<file path="src/rtl/turn_game_controller.sv">
// Turn-based game logic: rolls a die, advances the active player's square and
// hands the turn over (or declares a winner) once the animator reports done.
module turn_game_controller #(
   parameter int unsigned START_X        = 20,
   parameter int unsigned STEP_PX        = 20,
   parameter int unsigned FINISH_IDX     = 30,
   parameter int unsigned TIMEOUT_CYCLES = 50_000_000
) (
   input  logic       clk,
   input  logic       rst,
   input  logic       roll_btn,
   input  logic       dice_force_en,
   input  logic [2:0] dice_force_val,
   input  logic       turn_done,
   output logic [9:0] player1_pos_x,
   output logic [9:0] player2_pos_x,
   output logic       pos_valid,
   output logic       active_player,
   output logic [2:0] dice_value,
   output logic       busy,
   output logic       turn_timeout,
   output logic       winner_valid,
   output logic       winner
);
   localparam int unsigned X_W   = 10;
   localparam int unsigned IDX_W = 6;
   localparam int unsigned DIE_W = 3;
   localparam int unsigned TO_W  = (TIMEOUT_CYCLES > 1) ? $clog2(TIMEOUT_CYCLES) : 1;
   localparam int unsigned MAX_X = START_X + STEP_PX * FINISH_IDX;

   localparam logic [TO_W-1:0]  TO_LAST    = TO_W'(TIMEOUT_CYCLES - 1);
   localparam logic [IDX_W-1:0] FINISH     = IDX_W'(FINISH_IDX);
   localparam logic [X_W-1:0]   START_POS  = X_W'(START_X);
   localparam logic [X_W-1:0]   STEP_POS   = X_W'(STEP_PX);
   localparam logic [DIE_W-1:0] DIE_MAX    = DIE_W'(6);
   localparam logic [DIE_W-1:0] DIE_MIN    = DIE_W'(1);

   typedef enum logic [2:0] {IDLE, CALC, WAIT_DONE, CHECK, GAME_OVER} state_t;

   state_t           state_q, state_d;
   logic             roll_prev_q;
   logic [DIE_W-1:0] die_q;
   logic [IDX_W-1:0] idx1_q, idx2_q;
   logic [TO_W-1:0]  to_cnt_q;

   logic             roll_pulse_c, to_expire_c, at_finish_c, busy_d_c;
   logic             load_roll_c, calc_c, timeout_c, check_c;
   logic [IDX_W-1:0] act_idx_c, sum_c, new_idx_c;
   logic [X_W-1:0]   new_x_c;

   assign roll_pulse_c = roll_btn & ~roll_prev_q;
   assign to_expire_c  = (to_cnt_q == TO_LAST);
   assign act_idx_c    = active_player ? idx2_q : idx1_q;
   assign at_finish_c  = (act_idx_c == FINISH);
   assign sum_c        = act_idx_c + IDX_W'(dice_value);
   assign new_idx_c    = (sum_c > FINISH) ? FINISH : sum_c;
   assign new_x_c      = START_POS + X_W'(new_idx_c) * STEP_POS;
   assign busy_d_c     = (state_d == CALC) || (state_d == WAIT_DONE) || (state_d == CHECK);

   // State register
   always_ff @(posedge clk or posedge rst) begin
      if (rst) state_q <= IDLE;
      else     state_q <= state_d;
   end

   // Next-state logic; turn_done takes priority over a coincident timeout
   always_comb begin
      state_d = state_q;
      case (state_q)
         IDLE:      if (roll_pulse_c) state_d = CALC;
         CALC:      state_d = WAIT_DONE;
         WAIT_DONE: if (turn_done || to_expire_c) state_d = CHECK;
         CHECK:     state_d = at_finish_c ? GAME_OVER : IDLE;
         GAME_OVER: state_d = GAME_OVER;
         default:   state_d = IDLE;
      endcase
   end

   // Per-state datapath strobes
   always_comb begin
      load_roll_c = 1'b0;
      calc_c      = 1'b0;
      timeout_c   = 1'b0;
      check_c     = 1'b0;
      case (state_q)
         IDLE:      load_roll_c = roll_pulse_c;
         CALC:      calc_c      = 1'b1;
         WAIT_DONE: timeout_c   = ~turn_done & to_expire_c;
         CHECK:     check_c     = 1'b1;
         default:   ;
      endcase
   end

   // Registered datapath; turn_timeout lands in the CHECK cycle after expiry
   always_ff @(posedge clk or posedge rst) begin
      if (rst) begin
         roll_prev_q   <= 1'b0;
         die_q         <= DIE_MIN;
         idx1_q        <= '0;
         idx2_q        <= '0;
         to_cnt_q      <= '0;
         player1_pos_x <= START_POS;
         player2_pos_x <= START_POS;
         pos_valid     <= 1'b0;
         active_player <= 1'b0;
         dice_value    <= '0;
         busy          <= 1'b0;
         turn_timeout  <= 1'b0;
         winner_valid  <= 1'b0;
         winner        <= 1'b0;
      end else begin
         roll_prev_q  <= roll_btn;
         die_q        <= (die_q == DIE_MAX) ? DIE_MIN : die_q + DIE_W'(1);
         pos_valid    <= calc_c;
         turn_timeout <= timeout_c;
         busy         <= busy_d_c;
         if (load_roll_c)
            dice_value <= dice_force_en ? dice_force_val : die_q;
         if (calc_c) begin
            to_cnt_q <= '0;
            if (active_player) begin
               idx2_q        <= new_idx_c;
               player2_pos_x <= new_x_c;
            end else begin
               idx1_q        <= new_idx_c;
               player1_pos_x <= new_x_c;
            end
         end else if (state_q == WAIT_DONE) begin
            to_cnt_q <= to_cnt_q + TO_W'(1);
         end
         if (check_c) begin
            if (at_finish_c) begin
               winner       <= active_player;
               winner_valid <= 1'b1;
            end else begin
               active_player <= ~active_player;
            end
         end
      end
   end

   // The flag x coordinate must fit the 10-bit position outputs
   always @(posedge clk) begin
      if (!rst) assert (MAX_X <= 32'd1023) else $error("finish x %0d exceeds 10 bits", MAX_X);
   end
endmodule

</file>
<file path="config.mk">
export PLATFORM = sky130hd
export DESIGN_NAME = turn_game_controller
export DESIGN_NICKNAME = d
export VERILOG_FILES = /design/src/rtl/turn_game_controller.sv
export SDC_FILE = /design/constraint.sdc
export NUM_CORES = 1
export LEC_CHECK = 0
export BUFFER_PORTS_ARGS = -buffer_cell sky130_fd_sc_hd__buf_2
export CORE_MARGIN = 3
export CORE_UTILIZATION = 50
export DETAILED_ROUTE_END_ITERATION = 8
export PLACE_DENSITY = 0.72
export SYNTH_ARGS = -nofsm -noshare
export SYNTH_HDL_FRONTEND = slang
export SYNTH_SLANG_ARGS = --single-unit
</file>
<file path="constraint.sdc">
create_clock -name clk -period 4.7 [get_ports clk]
set_input_delay 0.235 -clock clk [delete_from_list [all_inputs] [get_ports clk]]
set_output_delay 0.235 -clock clk [all_outputs]
set_load 0.03 [all_outputs]
</file>
Word level (Yosys, flattened, before mapping)
Index checks and enable logic that the tools add are counted.
W data, S select, Z words.
{"block": "classes", "n_reduce_logical": 9, "n_eq_ne": 10, "n_lt_le_gt_ge": 1, "n_mux": 14, "multipliers": 1, "n_addsub": 4, "bitwise": 6}
{"cell": "$mux W26", "n": 2}
{"cell": "$add A26 B1 Y26 const B", "n": 1}
{"cell": "$eq A26 B26 Y1 const B", "n": 1}
{"cell": "$mux W3", "n": 5}
{"cell": "$pmux W3 S5", "n": 1}
{"cell": "$eq A3 B2 Y1 const B", "n": 4}
{"cell": "$mux W6", "n": 2}
{"cell": "$add A5 B10 Y10 const A", "n": 1}
{"cell": "$mul A6 B3 Y8 const B", "n": 1}
{"cell": "$reduce_and A2 Y1", "n": 4}
{"cell": "$add A6 B3 Y6", "n": 1}
{"cell": "$eq A3 B1 Y1 const B", "n": 2}
{"cell": "$eq A3 B3 Y1 const B", "n": 2}
{"cell": "$eq A6 B5 Y1 const B", "n": 1}
{"cell": "$gt A6 B5 Y1 const B", "n": 1}
{"cell": "$mux W1", "n": 4}
{"cell": "$not A1 Y1", "n": 4}
{"cell": "$add A3 B1 Y3 const B", "n": 1}
{"cell": "$logic_not A3 Y1", "n": 1}
{"cell": "$logic_or A1 B1 Y1", "n": 3}
{"cell": "$and A1 B1 Y1", "n": 2}
{"cell": "$reduce_bool A2 Y1", "n": 1}
{"block": "word_totals", "wordCells": 60, "in_bits": 8, "out_inout_bits": 29, "regBits": 74}

Longest topological paths before layout
{"block": "logic_depth", "depth_word": 7, "ltp_mapped": 21, "ltp_nobuf": 19}

Least setup slack after synthesis
Ideal clock, no wire load.
{"block": "synth_path", "path_kind": "register to register", "start": "register active_player", "end": "register player1_pos_x[9]", "stages_incl_launch_ff": 21, "path_buffers": 3, "arrival_time_ns": 4.379, "setup_slack_ns": 0.186, "setup_ns": 0.135, "period_less_slack_ns": 4.514, "required_time_ns": 4.565, "cell_sequence": "dfrtp_1 > buf_6 > buf_4 > mux2_2 > ha_1 > inv_1 > fa_1 > nand2b_1 > nor3_1 > o21ai_1 > and3_1 > clkbuf_1 > ha_1 > ha_1 > inv_1 > fa_1 > nor2b_1 > nor4b_1 > nor3_1 > nor4_1 > o21ai_0"}
{"block": "synth_between", "elab_chain_len": 6}
{"element": "from (decl)", "line_no": "18", "rtl": "output logic active_player,"}
{"element": "from (signal assigned)", "line_no": "136", "rtl": "active_player <= ~active_player;"}
{"element": "$mux W6 *", "line_no": "53", "rtl": "assign act_idx_c = active_player ? idx2_q : idx1_q;"}
{"element": "$add A6 B3 Y6 *", "line_no": "55", "rtl": "assign sum_c = act_idx_c + IDX_W'(dice_value);"}
{"element": "$gt A6 B5 Y1", "line_no": "56", "rtl": "assign new_idx_c = (sum_c > FINISH) ? FINISH : sum_c;"}
{"element": "$mux W6 *", "line_no": "56"}
{"element": "via new_idx_c[0]", "line_no": "48", "rtl": "logic [IDX_W-1:0] act_idx_c, sum_c, new_idx_c;"}
{"element": "$mul A6 B3 Y8 *", "line_no": "57", "rtl": "assign new_x_c = START_POS + X_W'(new_idx_c) * STEP_POS;"}
{"element": "$add A5 B10 Y10 *", "line_no": "57"}
{"element": "to (signal assigned)", "line_no": "126", "rtl": "player1_pos_x <= new_x_c;"}
{"element": "to (decl)", "line_no": "15", "rtl": "output logic [9:0] player1_pos_x,"}
The timed path passes the listed nets; every way through them passes the cells marked *.
A chain may end at the register's enable or synchronous reset.

Worst setup path after layout
{"block": "layout_path", "start": "register active_player", "end": "register player1_pos_x[9]"}
{"block": "layout_between", "elab_chain_len": 6}
{"element": "$mux W6", "line_no": "53"}
{"element": "$add A6 B3 Y6", "line_no": "55"}
{"element": "$gt A6 B5 Y1", "line_no": "56"}
{"element": "$mux W6", "line_no": "56"}
{"element": "$mul A6 B3 Y8", "line_no": "57"}
{"element": "$add A5 B10 Y10", "line_no": "57"}
Several ways; a longest one is shown, not always the timed one.

==> impl.org <==
** Place
- After detailed placement, the total cell area comes to 3930 sq um.
- The congestion estimate from routability-driven global placement came to 0.876.
- After legalization and detailed placement, the total HPWL measured 5.20 mm.
- Number of port buffers :: 32
- Counting tap cells, the placed design contains a total of 513 instances.
- Worst slack at placement :: 205 ps

** Power
- Worst voltage drop across the vdd grid :: 0.323 mV
- Cell area power density :: 808 nW/um^2
- In this run switching power makes up 45.6% of total power.
- Share of total power in sequential cells :: 25.3%
- NetSw :: 1.55 mW
- Summed over all cells, the static leakage comes to 1.99 nW.
- Combinational cells account for 57.1% of the total power.
- Internal power contribution :: 1.85 mW
- In this run, the clock network consumes 17.6% of the power.
- Tot Pwr :: 3.40 mW

** CTS
- Counting the buffers created by CTS gives 9.
- CTS placed an instance of sky130_fd_sc_hd__clkbuf_8 at the clock tree root.
- Num Clock Sinks :: 70
- Setup bufs post-CTS :: 0
- Clock-pin slew of the registers on the worst-case setup and hold paths :: 80 ps
- Number of levels the H-tree was split into :: 3
- Clock latency on the worst-skew pair, taken at its later pin, is 350 ps.
- TritonCTS built the clock tree.
- Clock Tree Buf Depth :: 2

** Timing
- After layout, the worst path uses 91.4% of the clock period.
- The number of hold-slack violations in the final timing report came to 0.
- Post-route minimum period :: 4300 ps
- Setup repair after global routing left no endpoint under its margin.
- The number of max-slew violations in the final report came to 0.
- Setup violations remaining at the end of the flow were counted as 0.
- Worst Clk Skew :: 7.72 ps
- Tightest hold margin :: 59.1 ps
- Slew margin rel. :: 42.8%
- Across all setup checks in the final design, the least slack found is 404 ps.
- At the pin with the least slew margin, the transition time is 858 ps.
- Timing-limited maximum frequency :: 233 MHz
- After routing, the total negative slack on setup checks comes to 0 ps.

** Drt
- Remaining antenna violation count :: 0
- Via count :: 2878
- Using the TritonRoute via totals, the vias-per-cell ratio works out to 5.43.
- Number of DRC violations after detailed routing :: 0
- After detailed routing, the average wire length per cell comes to 14.0 um.
- After the first detailed-routing iteration, the DRC count stood at 129.
- 1st-pass router iterations :: 4
- Post-detailed-routing wire length :: 7.43 mm

** Synth
- The netlist uses 51 different library cells.
- In this run the mean area of a mapped cell was 9.41 sq um.
- In the synthesized netlist, the number of instances is 393.
- Post-synthesis instance area :: 3700 sq um
- Sequential element share of the synthesized area :: 47.5%
- Most area-consuming cells after synthesis :: sky130_fd_sc_hd__dfrtp_1, sky130_fd_sc_hd__nand2_1, sky130_fd_sc_hd__o21ai_0
- Ys flop type :: sky130_fd_sc_hd__dfrtp_1
- Synthesis inferred 70 register bits.
- Yosys mapped a number of flops with a built-in enable equal to 0.
- Number of synthesis warnings :: 0
- FFs w/ async S/R, synth :: 100%
- Share of the synthesized area in the top cell type :: 44.0%
- Summed over all instances, the cell type with the most area after synthesis is sky130_fd_sc_hd__dfrtp_1.

** Layout
- After filler insertion, the fill cell instance count of the layout stands at 641.
- Area delta synth->final :: 13.9%
- Post-Layout Inst Area :: 4210 sq um
- Measured on the finished design, the core utilization comes to 60.3%.
- Across the whole layout, storage elements account for 1760 sq um.
- Of the cells placed in the final design, the portion with a size suffix greater than 1 is 17.3%.
- The number of antenna diodes in the final layout is 0.
- Layout Cells excl Fill :: 530
- In the final layout, the multi-input gates occupy 1820 sq um.
- Final layout net count :: 452

** Worst setup path
- The worst setup path is launched from a flip-flop.
- STA puts the critical path data required time at 4920 ps.
- Critical Path Sink Type :: flip-flop
- At the worst endpoint, the arrival time is 4520 ps.
- Setup CP Type :: reg2reg
- Highest net fanout along the worst path :: 10

** GRT
- Entering global routing, the biggest net connects 71 pins.
- The first global-routing pass estimated 13.4 mm of wire.
- Via count of the first global-routing pass :: 2996
- Global router's overall resource usage :: 19.6%
- Initial antenna violation count :: 0
- Total gr overflow :: 0

** Floorplanning
- Ports placed on the boundary :: 37
- The floorplan has 30 rows.
- In this run the vertical extent of the chip is 92.0 um.
- Total Die Area :: 8460 sq um
- Measured along the x axis, the die boundary spans 92.0 um.
- Area of the core :: 6980 sq um
- Starting Density :: 53.0%

** Worst hold path
- In this run the worst hold path is classified as in2reg.

** Flow run
- Across the run, the number of max-cap violations was 0.

** Outcome
- Run status :: finished clean
## power groups by stage
stage	Combinational (mW)	Sequential, mW	Clock, mW
2_1_floorplan	1.31	1.01	0
3_3_place_gp	1.82	0.866	0
3_5_place_dp	1.84	0.870	0
4_1_cts	1.86	0.859	0.614
5_1_grt	2.21	0.884	0.640
6_report	1.94	0.862	0.599
## critical path: stages, from the launching register on
cell,delay [ps]
sky130_fd_sc_hd__dfrtp_2,480
sky130_fd_sc_hd__mux2_2,380
sky130_fd_sc_hd__ha_1,220
sky130_fd_sc_hd__inv_1,80
sky130_fd_sc_hd__fa_1,420
sky130_fd_sc_hd__nand2b_1,190
sky130_fd_sc_hd__nor3_1,140
sky130_fd_sc_hd__o21ai_1,130
sky130_fd_sc_hd__and3_1,280
sky130_fd_sc_hd__ha_1,230
sky130_fd_sc_hd__ha_1,190
sky130_fd_sc_hd__inv_1,70
sky130_fd_sc_hd__fa_1,470
sky130_fd_sc_hd__nor2b_2,220
sky130_fd_sc_hd__nor4b_4,270
sky130_fd_sc_hd__nor3_1,80
sky130_fd_sc_hd__nor4_1,230
sky130_fd_sc_hd__o21ai_0,120
## logic make-up (layout without fill, tap and decap cells)
group	count (synthesis)	in the layout	share of synthesized area [%]
flops	70	70	47.5
compound gates	76	76	12.4
other cells	1	5	0.101
fa+ha+maj	15	15	5.48
buf+inv	34	71	4.16
xor+xnor	11	11	2.61
mux	22	22	6.26
simple gates	164	164	21.5
## cells in the final DEF, fill, tap and decap left out, types with 3 or more instances in the layout
master,count
sky130_fd_sc_hd__xnor2_1,4
sky130_fd_sc_hd__ha_1,13
sky130_fd_sc_hd__inv_1,16
sky130_fd_sc_hd__and3_1,6
sky130_fd_sc_hd__nor3_1,8
sky130_fd_sc_hd__nor2_1,23
sky130_fd_sc_hd__buf_2,32
sky130_fd_sc_hd__o211ai_1,7
sky130_fd_sc_hd__a21o_1,4
sky130_fd_sc_hd__dfstp_2,5
sky130_fd_sc_hd__buf_4,3
sky130_fd_sc_hd__xor2_1,7
sky130_fd_sc_hd__o21ai_0,35
sky130_fd_sc_hd__clkbuf_8,10
sky130_fd_sc_hd__mux2i_1,14
sky130_fd_sc_hd__dfrtp_1,64
sky130_fd_sc_hd__a21oi_1,9
sky130_fd_sc_hd__conb_1,5
sky130_fd_sc_hd__nand2b_1,4
sky130_fd_sc_hd__or2_2,3
sky130_fd_sc_hd__bufinv_16,3
sky130_fd_sc_hd__o21ai_1,6
sky130_fd_sc_hd__nand4_1,7
sky130_fd_sc_hd__nand2_1,66
sky130_fd_sc_hd__mux2_2,6
sky130_fd_sc_hd__o31ai_1,7
sky130_fd_sc_hd__and2_1,7
sky130_fd_sc_hd__or3_1,4
sky130_fd_sc_hd__nor4_1,4
sky130_fd_sc_hd__nand3_1,20
## cell usage after synthesis, drive strengths merged, types with 8 or more instances
cell type,number
inv,18
o21ai,41
ha,13
a21oi,10
nand2,66
nor3,8
clkbuf,8
nand3,20
dfrtp,65
nor2,23
mux2i,16
## timing repair
item,CTS,global route
gates resized for setup,0,5
setup endpoints to repair,0,2
hold buffers,1,0
endpoints found under the hold margin,1,0
## per-layer routing
metal	track usage (%)	share of wire, %	up-vias
li1	-	-	1434
met1	24.1	45	1391
met2	33.2	50	46
met3	5.91	3.7	7
met4	6.19	1.0	0
met5	0	0	-
## layout make-up
class | count | area share (%)
Sequential cell | 70 | 41.8
Clock inverter | 5 | 2.52
Tap cell | 96 | 2.85
Inverter | 19 | 1.69
Clock buffer | 11 | 3.36
Multi-Input combinational cell | 293 | 43.2
Timing Repair Buffer | 36 | 4.57
## sequential cells by signal, summed over array words and instances (netlist names), 3 cells and up
signal	count
dice_value	3
die_q	3
idx1_q	6
idx2_q	6
player1_pos_x	8
player2_pos_x	8
state_q	3
to_cnt_q	26
## final timing paths
| kind | slack (ps) | end | depth (start not counted) | start |
|---|---|---|---|---|
| worst max-delay path | 400 | player1_pos_x[9]$_DFFE_PP0P_ | 17 | active_player$_DFFE_PP0P_ |
| worst min-delay path | 60 | turn_timeout$_DFF_PP0_ | 2 | turn_done |
| worst max register to register | 400 | player1_pos_x[9]$_DFFE_PP0P_ | 17 | active_player$_DFFE_PP0P_ |
| worst min register to register | 470 | winner_valid$_DFFE_PP0P_ | 1 | winner_valid$_DFFE_PP0P_ |
| max in group asynchronous | 3960 | active_player$_DFFE_PP0P_ | 3 | rst |
| min in group asynchronous | 130 | player1_pos_x[7]$_DFFE_PP0P_ | 3 | rst |
Power figures use the tool's default switching activity.
